File: src/rtl/mult_arb_pkg.sv
// Shared types and defaults for the two-requester multiplier arbiter.
package mult_arb_pkg;

  localparam int W_DEF      = 4;
  localparam int WD_MAX_DEF = 31;

  typedef enum logic [2:0] {
    IDLE,
    ISSUE,
    WAIT_BUSY,
    WAIT_READY,
    DONE
  } state_e;

endpackage

File: src/rtl/mult_arbiter_rr_pick2.sv
// Two-way round-robin pick: a lone request wins, a tie goes to the requester named by ptr.
module rr_pick2 (
  input  logic req0,
  input  logic req1,
  input  logic ptr,
  output logic gnt_idx,
  output logic gnt_vld
);

  always_comb begin
    gnt_vld = req0 | req1;
    gnt_idx = (req0 && req1) ? ptr : req1;
  end

endmodule

File: src/rtl/mult_arbiter.sv
// Arbitrates two requesters onto one shared shift-add multiplier, with a sticky watchdog.
// Outputs are decoded from registered state so reset clears them immediately.
module mult_arbiter
  import mult_arb_pkg::*;
#(
  parameter int W      = W_DEF,
  parameter int WD_MAX = WD_MAX_DEF
) (
  input  logic           clk,
  input  logic           reset,
  input  logic           req0,
  input  logic           req1,
  input  logic [W-1:0]   a0,
  input  logic [W-1:0]   b0,
  input  logic [W-1:0]   a1,
  input  logic [W-1:0]   b1,
  output logic           gnt0,
  output logic           gnt1,
  output logic           done0,
  output logic           done1,
  output logic [2*W-1:0] result,
  output logic           err,
  output logic           mul_start,
  output logic [W-1:0]   mul_a,
  output logic [W-1:0]   mul_b,
  input  logic           mul_ready,
  input  logic [2*W-1:0] mul_p
);

  localparam int WDW = $clog2(WD_MAX + 1);

  state_e           state_q, state_d;
  logic             owner_q, owner_d;
  logic             ptr_q, ptr_d;
  logic             err_q, err_d;
  logic [WDW-1:0]   wd_q, wd_d;
  logic [2*W-1:0]   result_q, result_d;
  logic [W-1:0]     mul_a_q, mul_a_d;
  logic [W-1:0]     mul_b_q, mul_b_d;
  logic             pick_idx, pick_vld;
  logic             wd_expire;

  rr_pick2 u_pick (
    .req0    (req0),
    .req1    (req1),
    .ptr     (ptr_q),
    .gnt_idx (pick_idx),
    .gnt_vld (pick_vld)
  );

  // The counter reaches WD_MAX on the edge that takes this cycle's increment.
  assign wd_expire = (wd_q == WDW'(WD_MAX - 1));

  always_comb begin
    state_d  = state_q;
    owner_d  = owner_q;
    ptr_d    = ptr_q;
    err_d    = err_q;
    wd_d     = wd_q;
    result_d = result_q;
    mul_a_d  = mul_a_q;
    mul_b_d  = mul_b_q;
    case (state_q)
      IDLE: begin
        if (mul_ready && pick_vld) begin
          owner_d = pick_idx;
          mul_a_d = pick_idx ? a1 : a0;
          mul_b_d = pick_idx ? b1 : b0;
          wd_d    = '0;
          state_d = ISSUE;
        end
      end
      ISSUE: state_d = WAIT_BUSY;
      WAIT_BUSY: begin
        wd_d = wd_q + 1'b1;
        if (wd_expire) begin
          err_d    = 1'b1;
          result_d = '0;
          state_d  = DONE;
        end else if (!mul_ready) begin
          state_d = WAIT_READY;
        end
      end
      WAIT_READY: begin
        wd_d = wd_q + 1'b1;
        if (mul_ready) begin
          result_d = mul_p;
          state_d  = DONE;
        end else if (wd_expire) begin
          err_d    = 1'b1;
          result_d = '0;
          state_d  = DONE;
        end
      end
      DONE: begin
        ptr_d   = ~owner_q;
        state_d = IDLE;
      end
      default: state_d = IDLE;
    endcase
  end

  always_ff @(posedge clk or posedge reset) begin
    if (reset) begin
      state_q  <= IDLE;
      owner_q  <= 1'b0;
      ptr_q    <= 1'b0;
      err_q    <= 1'b0;
      wd_q     <= '0;
      result_q <= '0;
      mul_a_q  <= '0;
      mul_b_q  <= '0;
    end else begin
      state_q  <= state_d;
      owner_q  <= owner_d;
      ptr_q    <= ptr_d;
      err_q    <= err_d;
      wd_q     <= wd_d;
      result_q <= result_d;
      mul_a_q  <= mul_a_d;
      mul_b_q  <= mul_b_d;
    end
  end

  assign gnt0      = (state_q != IDLE) && !owner_q;
  assign gnt1      = (state_q != IDLE) &&  owner_q;
  assign done0     = (state_q == DONE) && !owner_q;
  assign done1     = (state_q == DONE) &&  owner_q;
  assign mul_start = (state_q == ISSUE);
  assign result    = result_q;
  assign err       = err_q;
  assign mul_a     = mul_a_q;
  assign mul_b     = mul_b_q;

endmodule

File: config.mk
export PLATFORM = sky130hd
export DESIGN_NAME = mult_arbiter
export DESIGN_NICKNAME = d
export VERILOG_FILES = /design/src/rtl/mult_arb_pkg.sv /design/src/rtl/mult_arbiter_rr_pick2.sv /design/src/rtl/mult_arbiter.sv
export SDC_FILE = /design/constraint.sdc
export NUM_CORES = 1
export LEC_CHECK = 0
export ABC_AREA = 0
export ABC_CLOCK_PERIOD_IN_PS = 1600
export BUFFER_PORTS_ARGS = -buffer_cell sky130_fd_sc_hd__buf_2
export CAP_MARGIN = 20
export CORE_MARGIN = 8
export CORE_UTILIZATION = 43
export DETAILED_ROUTE_END_ITERATION = 10
export GPL_TIMING_DRIVEN = 0
export PLACE_DENSITY = 0.78
export SYNTH_ARGS = -nofsm -noshare
export SYNTH_HDL_FRONTEND = slang
export SYNTH_HIERARCHICAL = 1
export SYNTH_SLANG_ARGS = --single-unit
File: constraint.sdc
create_clock -name clk -period 1.6 [get_ports clk]
set_clock_uncertainty 0.15 [all_clocks]
set_input_delay 0.16 -clock clk [delete_from_list [all_inputs] [get_ports clk]]
set_output_delay 0.16 -clock clk [all_outputs]
set_load 0.05 [all_outputs]
==> results.py <==
metrics = {
    "power": {
        "p_leak_nw": 1.02,
        "power.density_nw_per_um2": 1990,
        "p_total_w": 0.00413,
        "ir_drop_uv": 1260,
    },
    "synth": {
        "syn_area_um2": 1310,
        "synthesis.nets": 141,
        "synthTopCellsByArea": "dfrtp_1 (52%), mux2_2 (11%), o2bb2ai_1 (5.4%)",
        "synth_top_cell_area_share_pct": 51.7,
        "ys_seq_area_share_pct": 51.7,
        "synth.most_common_cell": "dfrtp_1",
        "netlist_instances": 110,
        "async_flop_share_pct": 100,
        "yosysWarnings": 6,
        "synth.avg_cell_area_um2": 11.9,
        "ys_top_cells_by_count": "dfrtp_1 (27), mux2_2 (13), nand2_1 (13)",
        "synthDistinctLibCells": 32,
        "synth_edf_count": 0,
        "synth.largest_area_cell": "dfrtp_1",
        "synth_flop_cell": "dfrtp_1",
        "synth-seq-cells": 27,
    },
    "placed_design": {
        "hpwl_mm": 2.33,
        "routabilityCongestion": 0.801,
        "place_ws_ns": -0.0901,
        "portBuffers": 50,
        "dp.cells": 193,
    },
    "setup_path": {
        "endpoint_kind": "primary output",
        "path_class": "reg -> out",
        "cp_data_required_time_ns": 1.29,
        "worst_path_max_delay_cell": "dfrtp_2",
        "cp_cell_sequence": "or3b_4 > nor2_4 > buf_8",
        "critPathMaxStageDelay_ns": 0.46,
        "cp.arrival_ns": 1.47,
        "start_kind": "register",
        "worst-path-max-fanout": 8,
    },
    "sta": {
        "grt_setup_unrepaired": "yes",
        "setup_viol": 16,
        "period_share_pct": 112,
        "slew_viol_final": 0,
        "tightestPinTransition_ns": 0.261,
        "finalWorstSetupSlack_ns": -0.185,
        "fmax_ghz": 0.560,
        "slew_headroom_pct": 82.7,
        "tns_ns": -1.23,
        "period_needed_ns": 1.78,
        "finalHoldViolCount": 0,
    },
    "route": {
        "ant_nets": 0,
        "wl_mm": 3.55,
        "wl_per_cell_um": 15.8,
        "route.detailed.drc": 0,
        "vias": 1147,
        "drt_iter0_markers": 18,
        "dr.pass1.iters": 4,
        "vias_per_cell": 5.12,
    },
    "floorplanning": {
        "die_w_um": 71.1,
        "die_h_um": 71.1,
        "rows": 20,
        "io_pins": 51,
        "initial_core_util_pct": 43.9,
        "die_area_um2": 5060,
        "core_um2": 2980,
    },
    "clock_network": {
        "clkSlewWorstSetupHoldPaths_ns": 0.15,
        "cts_tree": "done",
        "htree_levels": 1,
        "cts_root_buf": "clkbuf_4",
        "cts_buffers": 3,
        "cts_sinks": 27,
        "clock_path_buffers": 2,
        "clk-insertion-delay-late_ns": 0.33,
    },
    "global_routing": {
        "antenna_found_initial": 0,
        "grt_use_total_pct": 13.4,
        "grt_max_degree": 28,
        "grt_pass1_vias": 1235,
        "grt_pass1_wl_mm": 5.62,
        "overflow": 0,
    },
    "layout": {
        "drive_gt1_share_pct": 59.2,
        "syn2layout_area_growth_pct": 58.7,
        "final_util_pct": 69.7,
        "layout.cells.non_filler": 224,
        "antenna_cells": 0,
        "nNetsFinal": 223,
    },
    "run": {
        "maxCapViolations": 0,
    },
    "run_status": {
        "status": "finished with violations",
        "violations": "negative setup slack",
    },
    "min_path": {
        "hp-class": "in -> reg",
    },
}
-- cells by family after synthesis --
| family | share of synthesized area [%] |
|---|---|
| AOI/OAI and AO/OA | 11.0 |
| xor gates and xnor gates | 0.670 |
| adders and majority gates | 1.91 |
| buffers and inverters | 4.78 |
| DFF | 51.7 |
| muxes | 15.8 |
| and+or+nand+nor | 14.2 |
-- path summary, 6_finish.rpt --
kind / from / end / slack, ns / depth (start not counted)
worst min-delay path: b1[1] / mul_b[1] / 0.03 / 3
worst min register to register: err / err / 0.33 / 1
max in group asynchronous: reset / state_q[2] / 0.81 / 4
worst max-delay path: state_q[2] / done0 / -0.18 / 3
min in group asynchronous: reset / mul_b[2] / 0.10 / 3
worst max register to register: state_q[1] / mul_b[2] / -0.11 / 5
-- what timing repair did --
action                                  CTS  global route
hold buffers                              9             0
endpoints found under the setup margin   13            30
cloned                                    0             1
pin swaps                                11             8
gates resized for setup                  25            22
hold endpoints to repair                 35             0
setup buffers                            11             7
-- where the power goes --
group          internal [W]  total (W)  switching, W
sequential          0.00100    0.00124      0.000240
clock             0.0000938   0.000295      0.000201
combinational       0.00104    0.00259       0.00155
-- layout make-up --
cell class,instances,area [um^2]
tap,33,41.3
clock inverter,1,5.00
sequential,27,678
inverter,3,11.3
buffer,3,38.8
fill,199,903
timing repair buffer,78,592
multi-input combinational,76,686
clock buffer,3,22.5
-- flip-flops by register name, indices dropped and copies added, names as in the netlist --
register / flops
result: 8
wd_q: 5
mul_a: 4
mul_b: 4
state_q: 3
err: 1
owner_q: 1
ptr_q: 1
-- worst max-delay path, delay by kind of cell (launching register included) --
kind | cells | cell delay [ns]
flip-flops | 1 | 0.46
AND/OR/NAND/NOR | 2 | 0.54
buffers and inverters | 1 | 0.15
-- metrics by stage --
| stage | instance area (um^2) | hold slack (ns) |
|---|---|---|
| finish | 2070 | 0.0332 |
| global route | 2070 | 0.0248 |
| CTS | 1900 | 0.0272 |
| detailed placement | 1620 | 0.228 |
| global placement | 1620 | 0.217 |
| floorplan | 1330 | 0.0626 |
-- per-layer routing --
layer | share of wire [%] | wire length (um) | GRT usage, %
met4 | 0.96 | 34 | 2.77
met2 | 53 | 1900 | 24.6
met5 | 0 | 0 | 0
met3 | 5.5 | 196 | 4.24
met1 | 40 | 1420 | 14.4
-- placed cells by master (no fill, tap or decap), types with 2 or more instances in the layout --
cell type	n
dfrtp_1	25
buf_4	8
nand2_1	13
buf_6	14
o21ai_0	3
inv_1	3
o2bb2ai_2	4
nor2_4	5
ha_1	2
buf_2	45
buf_12	2
mux2_4	8
dlygate4sd3_1	9
dfrtp_2	2
clkbuf_4	3
mux2_2	9
nand2b_1	2
nor2_1	2
a21o_1	3
buf_8	2
o2bb2ai_1	4
(Power assumes the default switching activity.)
